$ cat src/rtl/mod_step_counter_pkg.sv
`default_nettype none
// ============================================================================
// Module   : mod_step_counter_pkg
// Brief    : Shared direction and boundary-mode encodings for the step counter.
// Revision : 1.0 - initial release
// ============================================================================
package mod_step_counter_pkg;

    localparam logic DIR_UP    = 1'b0;
    localparam logic DIR_DOWN  = 1'b1;

    localparam logic MODE_WRAP = 1'b0;
    localparam logic MODE_SAT  = 1'b1;

endpackage : mod_step_counter_pkg
`default_nettype wire

$ cat src/rtl/mod_step_counter_if.sv
`default_nettype none
// ============================================================================
// Module   : mod_step_counter_if
// Brief    : Control and status bundle of the step counter.
// Revision : 1.0 - initial release
// ============================================================================
interface mod_step_counter_if #(
    parameter int WIDTH  = 8,
    parameter int STEP_W = 4,
    parameter int WRAP_W = 8
);
    logic              enable;
    logic              load;
    logic [WIDTH-1:0]  load_data;
    logic              dir;
    logic [STEP_W-1:0] step;
    logic [WIDTH-1:0]  limit;
    logic              sat_mode;

    logic [WIDTH-1:0]  count;
    logic              at_limit;
    logic              wrap_pulse;
    logic              sat_flag;
    logic [WRAP_W-1:0] wrap_count;

    modport master (
        output enable, load, load_data, dir, step, limit, sat_mode,
        input  count, at_limit, wrap_pulse, sat_flag, wrap_count
    );

    modport slave (
        input  enable, load, load_data, dir, step, limit, sat_mode,
        output count, at_limit, wrap_pulse, sat_flag, wrap_count
    );

endinterface : mod_step_counter_if
`default_nettype wire

$ cat src/rtl/mod_step_counter_next.sv
`default_nettype none
// ============================================================================
// Module   : mod_step_next
// Brief    : Combinational next-count, wrap and saturation evaluation.
// Revision : 1.0 - initial release
// ============================================================================
module mod_step_next
    import mod_step_counter_pkg::*;
#(
    parameter int WIDTH  = 8,
    parameter int STEP_W = 4
) (
    input  wire logic [WIDTH-1:0]  count,
    input  wire logic [STEP_W-1:0] step,
    input  wire logic              dir,
    input  wire logic [WIDTH-1:0]  limit,
    input  wire logic              sat_mode,
    output logic      [WIDTH-1:0]  next_count,
    output logic                   wrap,
    output logic                   sat
);

    // Two spare bits keep count+step and limit+1 free of overflow.
    localparam int c_EXT_W = ((WIDTH > STEP_W) ? WIDTH : STEP_W) + 2;

    logic [c_EXT_W-1:0] w_cnt;
    logic [c_EXT_W-1:0] w_stp;
    logic [c_EXT_W-1:0] w_lim;
    logic [c_EXT_W-1:0] w_mod;
    logic [c_EXT_W-1:0] w_sum;
    logic [c_EXT_W-1:0] w_res;

    assign w_cnt = c_EXT_W'(count);
    assign w_stp = c_EXT_W'(step);
    assign w_lim = c_EXT_W'(limit);
    assign w_mod = w_lim + c_EXT_W'(1);
    assign w_sum = w_cnt + w_stp;

    always_comb begin
        w_res = w_cnt;
        wrap  = 1'b0;
        sat   = 1'b0;
        if (w_cnt > w_lim) begin
            w_res = w_lim;
        end else if (w_stp == '0) begin
            w_res = w_cnt;
        end else if (dir == DIR_UP) begin
            if (w_sum <= w_lim) begin
                w_res = w_sum;
            end else if (sat_mode == MODE_SAT) begin
                w_res = w_lim;
                sat   = 1'b1;
            end else begin
                wrap  = 1'b1;
                w_res = (w_stp > w_mod) ? '0 : (w_sum - w_mod);
            end
        end else begin
            if (w_cnt >= w_stp) begin
                w_res = w_cnt - w_stp;
            end else if (sat_mode == MODE_SAT) begin
                w_res = '0;
                sat   = 1'b1;
            end else begin
                wrap  = 1'b1;
                w_res = (w_stp > w_mod) ? w_lim : (w_cnt + w_mod - w_stp);
            end
        end
    end

    assign next_count = w_res[WIDTH-1:0];

endmodule : mod_step_next
`default_nettype wire

$ cat src/rtl/mod_step_counter.sv
`default_nettype none
// ============================================================================
// Module   : mod_step_counter
// Brief    : Programmable-modulus up/down step counter with wrap/saturate.
// Revision : 1.0 - initial release
// ============================================================================
module mod_step_counter
    import mod_step_counter_pkg::*;
#(
    parameter int WIDTH  = 8,
    parameter int STEP_W = 4,
    parameter int WRAP_W = 8
) (
    input  wire logic          clk,
    input  wire logic          reset,
    mod_step_counter_if.slave  bus
);

    logic [WIDTH-1:0]  r_count;
    logic              r_at_limit;
    logic              r_wrap_pulse;
    logic              r_sat_flag;
    logic [WRAP_W-1:0] r_wrap_count;

    logic [WIDTH-1:0]  w_next_count;
    logic              w_wrap;
    logic              w_sat;
    logic [WIDTH-1:0]  w_load_val;
    logic [WIDTH-1:0]  w_count_d;

    mod_step_next #(
        .WIDTH  (WIDTH),
        .STEP_W (STEP_W)
    ) u_next (
        .count      (r_count),
        .step       (bus.step),
        .dir        (bus.dir),
        .limit      (bus.limit),
        .sat_mode   (bus.sat_mode),
        .next_count (w_next_count),
        .wrap       (w_wrap),
        .sat        (w_sat)
    );

    assign w_load_val = (bus.load_data > bus.limit) ? bus.limit : bus.load_data;

    always_comb begin
        w_count_d = r_count;
        if (bus.load) begin
            w_count_d = w_load_val;
        end else if (bus.enable) begin
            w_count_d = w_next_count;
        end
    end

    // at_limit tracks the value count is about to take, against the current limit.
    always_ff @(posedge clk or posedge reset) begin
        if (reset) begin
            r_count      <= '0;
            r_at_limit   <= 1'b0;
            r_wrap_pulse <= 1'b0;
            r_sat_flag   <= 1'b0;
            r_wrap_count <= '0;
        end else begin
            r_count    <= w_count_d;
            r_at_limit <= (w_count_d == bus.limit);
            if (bus.load) begin
                r_wrap_pulse <= 1'b0;
                r_sat_flag   <= 1'b0;
                r_wrap_count <= '0;
            end else if (bus.enable) begin
                r_wrap_pulse <= w_wrap;
                if (w_sat) begin
                    r_sat_flag <= 1'b1;
                end
                if (w_wrap && (r_wrap_count != {WRAP_W{1'b1}})) begin
                    r_wrap_count <= r_wrap_count + WRAP_W'(1);
                end
            end else begin
                r_wrap_pulse <= 1'b0;
            end
        end
    end

    assign bus.count      = r_count;
    assign bus.at_limit   = r_at_limit;
    assign bus.wrap_pulse = r_wrap_pulse;
    assign bus.sat_flag   = r_sat_flag;
    assign bus.wrap_count = r_wrap_count;

endmodule : mod_step_counter
`default_nettype wire

$ cat src/flat_wrapper.sv
// flat-port wrapper written by rule: the top's interface ports become plain ports
module mod_step_counter_flat import mod_step_counter_pkg::*;
#(
    parameter int WIDTH  = 8,
    parameter int STEP_W = 4,
    parameter int WRAP_W = 8
)
  (clk, reset, bus_enable, bus_load, bus_load_data, bus_dir, bus_step, bus_limit, bus_sat_mode, bus_count, bus_at_limit, bus_wrap_pulse, bus_sat_flag, bus_wrap_count);
  mod_step_counter_if #(.WIDTH(WIDTH), .STEP_W(STEP_W), .WRAP_W(WRAP_W)) bus_i ();
  input  wire logic clk;
  input  wire logic reset;
  input wire logic [$bits(bus_i.enable)-1:0] bus_enable;
  input wire logic [$bits(bus_i.load)-1:0] bus_load;
  input wire logic [$bits(bus_i.load_data)-1:0] bus_load_data;
  input wire logic [$bits(bus_i.dir)-1:0] bus_dir;
  input wire logic [$bits(bus_i.step)-1:0] bus_step;
  input wire logic [$bits(bus_i.limit)-1:0] bus_limit;
  input wire logic [$bits(bus_i.sat_mode)-1:0] bus_sat_mode;
  output wire logic [$bits(bus_i.count)-1:0] bus_count;
  output wire logic [$bits(bus_i.at_limit)-1:0] bus_at_limit;
  output wire logic [$bits(bus_i.wrap_pulse)-1:0] bus_wrap_pulse;
  output wire logic [$bits(bus_i.sat_flag)-1:0] bus_sat_flag;
  output wire logic [$bits(bus_i.wrap_count)-1:0] bus_wrap_count;
  assign bus_i.enable = bus_enable;
  assign bus_i.load = bus_load;
  assign bus_i.load_data = bus_load_data;
  assign bus_i.dir = bus_dir;
  assign bus_i.step = bus_step;
  assign bus_i.limit = bus_limit;
  assign bus_i.sat_mode = bus_sat_mode;
  assign bus_count = bus_i.count;
  assign bus_at_limit = bus_i.at_limit;
  assign bus_wrap_pulse = bus_i.wrap_pulse;
  assign bus_sat_flag = bus_i.sat_flag;
  assign bus_wrap_count = bus_i.wrap_count;
  mod_step_counter #(.WIDTH(WIDTH), .STEP_W(STEP_W), .WRAP_W(WRAP_W)) u_core (.clk(clk), .reset(reset), .bus(bus_i));
endmodule
$ cat config.mk
export PLATFORM = sky130hd
export DESIGN_NAME = mod_step_counter_flat
export DESIGN_NICKNAME = d
export VERILOG_FILES = /design/src/rtl/mod_step_counter_pkg.sv /design/src/rtl/mod_step_counter_if.sv /design/src/rtl/mod_step_counter_next.sv /design/src/rtl/mod_step_counter.sv /design/src/flat_wrapper.sv
export SDC_FILE = /design/constraint.sdc
export NUM_CORES = 1
export LEC_CHECK = 0
export CORE_MARGIN = 5
export CORE_UTILIZATION = 40
export CTS_CLUSTER_SIZE = 24
export DETAILED_ROUTE_END_ITERATION = 6
export PLACE_DENSITY_LB_ADDON = 0.05
export SYNTH_ARGS = -nofsm -noshare
export SYNTH_HDL_FRONTEND = slang
export SYNTH_HIERARCHICAL = 1
export SYNTH_SLANG_ARGS = --single-unit
$ cat constraint.sdc
create_clock -name clk -period 10.85 [get_ports clk]
set_input_delay 2.7125 -clock clk [delete_from_list [all_inputs] [get_ports clk]]
set_output_delay 2.7125 -clock clk [all_outputs]
set_load 0.03 [all_outputs]
==> results of run 1 <==
==> per-layer routing <==
metal / GRT usage / routed length, um
met1: 0.313 / 6080
met2: 0.317 / 5330
met3: 0.0277 / 511
met4: 0.0356 / 167
met5: 0 / 0
==> state kept, by name, indices dropped and copies added, names as in the netlist <==
signal	cells
u_core/bus.count	8
u_core/bus.wrap_pulse	1
u_core/bus.sat_flag	1
u_core/bus.at_limit	1
u_core/bus.wrap_count	8
==> placed cells by master, fill, tap and decap left out, drive strengths merged, types with 5 or more instances in the layout <==
cell and count:
ha 53, nor3 11, nor2b 9, inv 55, a31oi 12, nand2 22, xor2 20, nand3 13
a22oi 11, o21ai 26, mux2i 10, nor2 39, dfrtp 19, o31ai 6, nand4 10, fa 7
a21oi 30, xnor2 28, and4 5, clkdlybuf4s50 44, a211oi 6, nor4 7, a21o 9
==> power breakdown <==
group          switching, uW  internal (uW)  leakage, uW
Combinational            321            239      0.00165
Clock                   25.1           25.6    0.0000255
Sequential              25.4           78.8     0.000244
Total                    371            343      0.00192
==> final cells by class <==
cell class / instances / share of cell area
multi-input combinational: 391 / 0.696
sequential: 19 / 0.109
timing repair buffer: 46 / 0.105
inverter: 55 / 0.0475
tap: 111 / 0.0320
clock buffer: 3 / 0.00950
clock inverter: 1 / 0.00115
==> worst max-delay path, stage by stage <==
cell             delay, ns
clkdlybuf4s50_1       0.67
inv_1                 0.15
ha_1                  0.34
nand2b_1              0.19
a2111o_1              0.44
nand3_1               0.18
nand2_1               0.15
ha_1                  0.33
nand4_1               0.11
a21oi_1               0.17
a2111oi_0             0.11
o31ai_2               0.97
o21ai_0               0.23
o311ai_1              0.31
o211ai_1              0.13
mux2i_1               0.24
xnor2_1               0.15
nand4_1               0.11
nor3_1                0.19
a21o_1                0.10
==> through the flow <==
stage | cells | total power [uW] | util | worst slack (ns)
2_1_floorplan | 479 | 509 | - | 4.37
3_3_place_gp | 622 | 652 | 0.467 | 3.05
3_5_place_dp | 622 | 653 | 0.467 | 2.90
4_1_cts | 626 | 709 | 0.473 | 3.16
5_1_grt | 626 | 776 | 0.473 | 2.57
6_report | 626 | 715 | 0.473 | 3.03
==> cell families (layout without fill, tap and decap cells) <==
family / Yosys count / in the layout / synth area share
and+or+nand+nor: 137 / 137 / 0.190
AOI/OAI and AO/OA: 132 / 132 / 0.242
buffers and inverters: 69 / 105 / 0.0744
adders and majority gates: 63 / 63 / 0.222
xor gates and xnor gates: 48 / 48 / 0.116
DFF: 19 / 19 / 0.126
muxes: 11 / 11 / 0.0296
==> path summary, 6_finish.rpt <==
check	slack, ns	depth (start not counted)	end	startpoint
min in group asynchronous	2.89	2	u_core/bus.wrap_count[6]	reset
worst max register to register	5.69	18	u_core/bus.at_limit	u_core/bus.count[1]
max in group asynchronous	7.48	2	u_core/bus.count[7]	reset
worst max-delay path	3.03	20	u_core/bus.at_limit	bus_step[1]
worst min-delay path	0.51	2	u_core/bus.sat_flag	u_core/bus.sat_flag
worst min register to register	0.51	2	u_core/bus.sat_flag	u_core/bus.sat_flag
==> impl_metrics.yaml, run 1 <==
status:
  status: "finished clean"
floorplanning:
  fp.dieW_um: 107
  start_util: 0.410
  boundaryPins: 45
  die-area_um2: 11500
  std_cell_rows: 35
  core_area_um2: 9200
  die_h_um: 107
clock_tree:
  cts_resized: 0
  clockBufferDepth: 2
  htreeDepth: 1
  cts_tree: "yes"
  clock-root-buffer: "clkbuf_8"
  ctsHoldBuffers: 0
  cts_buffers: 3
  clk_latency_ns: 0.26
  post_cts_buffers: 0
  path_clk_slew_ns: 0.08
  cts.sinks: 19
synthesis:
  synth.largest_area_cell: "ha_1"
  synth.most_common_cell: "ha_1"
  ys_seq_elements: 19
  netlist.area_leader.share: 0.176
  synth_nets: 565
  syn-mean-instance-area_um2: 7.87
  netlist_top_cells_count: "53 x ha_1, 52 x inv_1, 38 x nor2_1, 29 x a21oi_1, 26 x xnor2_1"
  synth_area_leaders: "ha_1 18%, dfrtp_1 13%, xnor2_1 6.0%"
  syn-instance-count: 479
  ys_warn_count: 6
  synth_area_um2: 3770
  synth_flop_cell: "dfrtp_1"
  ys_seq_area_frac: 0.126
  synth_edf_count: 0
  synth_async_sr_flop_share: 1.00
  synthDistinctLibCells: 71
critical_path:
  start_kind: "input pin"
  crit_path_end_kind: "flop"
  arrival_ns: 8.02
  path_max_fanout: 20
  cp.required_ns: 11.05
  critPathKind: "input pin to flop"
routing:
  drc_errors: 0
  vias: 3660
  drt_wl_total_mm: 12.1
  drtIter0Drc: 213
  first_pass_iters: 4
  viasPerCell: 5.85
  ant_nets: 0
  wl_per_cell_um: 19.3
global_routing:
  grt_use_total: 0.208
  grt_max_degree: 21
  grt_pass1_wl_mm: 19.1
  antenna_found_initial: 0
  grt-ovfl-total: 0
  grt_pass1_vias: 3499
final_layout:
  final_cell_area_um2: 4350
  seq_area_um2: 475
  multi_input_area_um2: 3020
  syn_to_final_growth_pct: 15.3
  finalNetCount: 602
  drive_gt1_frac: 0.0544
  fillers: 924
  antennaDiodeCount: 0
timing:
  rsz0062_at_grt: "no"
  hold_slack_ns: 0.513
  period_share: 0.721
  setup-violations-final: 0
  finalHoldViolCount: 0
  fin_setup_tns_ns: 0
  drv_slew: 0
  finalCriticalPeriod_ns: 7.82
  worstMarginPinSlew_ns: 1.16
  max-slew-margin-rel: 0.223
  timing.fmax_mhz: 128
  fin_skew_ns: 0.00229
power:
  peakVddDrop_uv: 88.5
  leakage_uw: 0.00192
  powerDensity_nw_per_um2: 164
placed_design:
  place_area_um2: 4300
  place_congestion: 0.993
  hpwl_mm: 9.71
  io_buffers: 44
hold_path:
  hold_path.class: "flop to flop"
job:
  drv_cap: 0
Note: power is estimated with default switching activity, not from simulation.
==> run 2: changes to the inputs <==
==> constraint.sdc (replaced) <==
create_clock -name clk -period 7.5 [get_ports clk]
set_input_delay 1.875 -clock clk [delete_from_list [all_inputs] [get_ports clk]]
set_output_delay 1.875 -clock clk [all_outputs]
set_load 0.03 [all_outputs]
==> run 2 against run 1 <==
  * Register-to-register slack got worse by 3.6 ns
  * First-iteration DRC count increased by 14%
  * Sequential power increased by 45%
  * Clock-buffer cell count unchanged
  * Combinational power increased by 46%
  * Worst hold slack improved by 0.0020 ns
  * Via count increased by 1.6%
  * Largest cell class unchanged
  * Highest routed layer unchanged
==> impl_metrics.yaml, run 2 (synthesis gave the netlist of run 1 again) <==
critical_path:
  cp.required_ns: 7.71
  r2r_end: "u_core/bus.at_limit"
  critPathKind: "input pin to flop"
  max_stage_delay_ns: 1.07
  crit_path_end_kind: "flop"
  arrival_ns: 7.16
  path_delay_family: "compound AO/OA/AOI/OAI gates"
  worstSetupEndpoint: "u_core/bus.at_limit"
  crit_chain: "clkdlybuf4s50_1 > inv_1 > ha_1 > nand2b_1 > a2111o_1 > nand3_1 > nand2_1 > ha_1 > nand4_1 > a21oi_1 > a2111oi_0 > o31ai_2 > nor2_1 > a211oi_1 > a211oi_1 > o31ai_1 > mux2i_1 > xnor2_1 > nand4_1 > nor3_1 > a21o_1"
  path_depth: 21
  crit_start: "bus_step[1]"
  cp_slowest_cell: "o31ai_2"
  rr_startpoint: "u_core/bus.count[1]"
  start_kind: "input pin"
  r2r_slack_ns: 2.11
  path_max_fanout: 20
  rr_worst_depth: 19
  path_buf_inv: 2
timing:
  fin_skew_ns: 0.00382
  rsz0062_at_grt: "no"
  period_share: 0.928
  finalCriticalPeriod_ns: 6.96
  drv_slew: 0
  setup-violations-final: 0
  worst_slack_ns: 0.543
  fin_setup_tns_ns: 0
  max-slew-margin-rel: 0.141
  finalHoldViolCount: 0
  worstMarginPinSlew_ns: 1.28
  timing.fmax_mhz: 144
final_layout:
  fillers: 908
  syn_to_final_growth_pct: 16.5
  instances_no_fill: 632
  multi_input_area_um2: 3020
  final_common_cell: "ha_1"
  finalNetCount: 608
  antennaDiodeCount: 0
  mostFrequentLayoutCells: "53 x ha_1, 52 x inv_1, 44 x clkdlybuf4s50_1"
  drive_gt1_frac: 0.0653
  seq_area_um2: 475
routing:
  drtIter0Drc: 243
  viasPerCell: 5.88
  drt_wl_total_mm: 12.2
  drc_errors: 0
  first_pass_iters: 5
  ant_nets: 0
  vias: 3719
  wl_per_cell_um: 19.3
clock_tree:
  cts_resized: 0
  clockBufferDepth: 2
  htreeDepth: 1
  path_clk_slew_ns: 0.08
  cts_tree: "yes"
  clk_latency_ns: 0.26
  ctsHoldBuffers: 0
  clock-root-buffer: "clkbuf_8"
  cts_buffers: 3
  post_cts_buffers: 0
  cts.sinks: 19
floorplanning:
  std_cell_rows: 35
  core_area_um2: 9200
  die-area_um2: 11500
  fp.dieW_um: 107
  boundaryPins: 45
  die_h_um: 107
  start_util: 0.410
global_routing:
  grt_use_total: 0.212
  grt_pass1_vias: 3582
  grt_max_degree: 21
  grt_pass1_wl_mm: 19.4
  antenna_found_initial: 0
  grt-ovfl-total: 0
placed_design:
  place_congestion: 0.945
  io_buffers: 44
  hpwl_mm: 9.77
  placed_cells: 628
  pre_cts_ws_ns: 0.420
hold_path:
  hold_path.class: "flop to flop"
job:
  drv_cap: 0
power:
  leakage_uw: 0.00195
  power_switching_uw: 545
  peakVddDrop_uv: 124
  powerDensity_nw_per_um2: 238
  pwr-share-seq: 0.145
  internal_power_uw: 499
  combinationalPowerShare: 0.783
  swShare: 0.522
  p_clk_frac: 0.072
status:
  status: "finished clean"
run 2: changes by cell type in the layout (fill, tap and decap cells not counted):
cell / change
buf_4: +6
run 2: how the worst min path moves through the flow:
stage | start | endpoint | slack (ns) | cells past startpoint
after floorplan | u_core/bus.sat_flag | u_core/bus.sat_flag | 0.66 | 2
after global placement | u_core/bus.sat_flag | u_core/bus.sat_flag | 0.49 | 2
after detailed placement | u_core/bus.sat_flag | u_core/bus.sat_flag | 0.51 | 2
after CTS | u_core/bus.sat_flag | u_core/bus.sat_flag | 0.53 | 2
after global routing | u_core/bus.sat_flag | u_core/bus.sat_flag | 0.56 | 2
final | u_core/bus.sat_flag | u_core/bus.sat_flag | 0.51 | 2
run 2: power by group through the flow:
stage                     sequential (uW)  clock, uW  combinational (uW)
after floorplan                       161          0                 574
after global placement                154          0                 803
after detailed placement              153          0                 802
after CTS                             151       76.7                 809
after global routing                  155       80.0                 898
final                                 151       75.1                 817
run 2: layout make-up:
cell class              count  area share
clock buffers               3     0.00940
clock inverters             1     0.00114
inverters                  55      0.0470
multi-input cells         391       0.689
flip-flops and latches     19       0.108
well taps                 111      0.0316
repair buffers             52       0.114
run 2: per-stage QoR:
stage | utilization | instance area, um2 | hold WS, ns | total power, uW
6_report | 0.477 | 4390 | 0.515 | 1040
5_1_grt | 0.477 | 4390 | 0.558 | 1130
4_1_cts | 0.477 | 4390 | 0.525 | 1040
3_5_place_dp | 0.472 | 4340 | 0.507 | 955
3_3_place_gp | 0.472 | 4340 | 0.490 | 957
2_1_floorplan | - | 3770 | 0.663 | 736
run 2: worst reg2reg max path: cells and delay by family (launching register included):
kind	cells	cell delay, ns
AO/OA/AOI/OAI	8	2.63
AND/OR/NAND/NOR	7	1.01
adder cells (fa/ha/maj)	2	0.67
flip-flops	1	0.61
XOR/XNOR	1	0.23
multiplexers	1	0.18
run 2: per-layer routing:
layer | routed length [um] | up-vias | GRT usage
li1 | - | 1825 | -
met1 | 6030 | 1755 | 0.319
met2 | 5370 | 131 | 0.332
met3 | 689 | 8 | 0.0241
met4 | 91 | 0 | 0.0256
met5 | 0 | - | 0
==> run 3: changes to the inputs <==
--- a/config.mk
+++ b/config.mk
@@ -5,6 +5,7 @@
 export SDC_FILE = /design/constraint.sdc
 export NUM_CORES = 1
 export LEC_CHECK = 0
+export ABC_CLOCK_PERIOD_IN_PS = 7500
 export CORE_MARGIN = 5
 export CORE_UTILIZATION = 40
 export CTS_CLUSTER_SIZE = 24
==> results of run 3 <==
Final layout, timing and power as in run 2 (identical DEF).
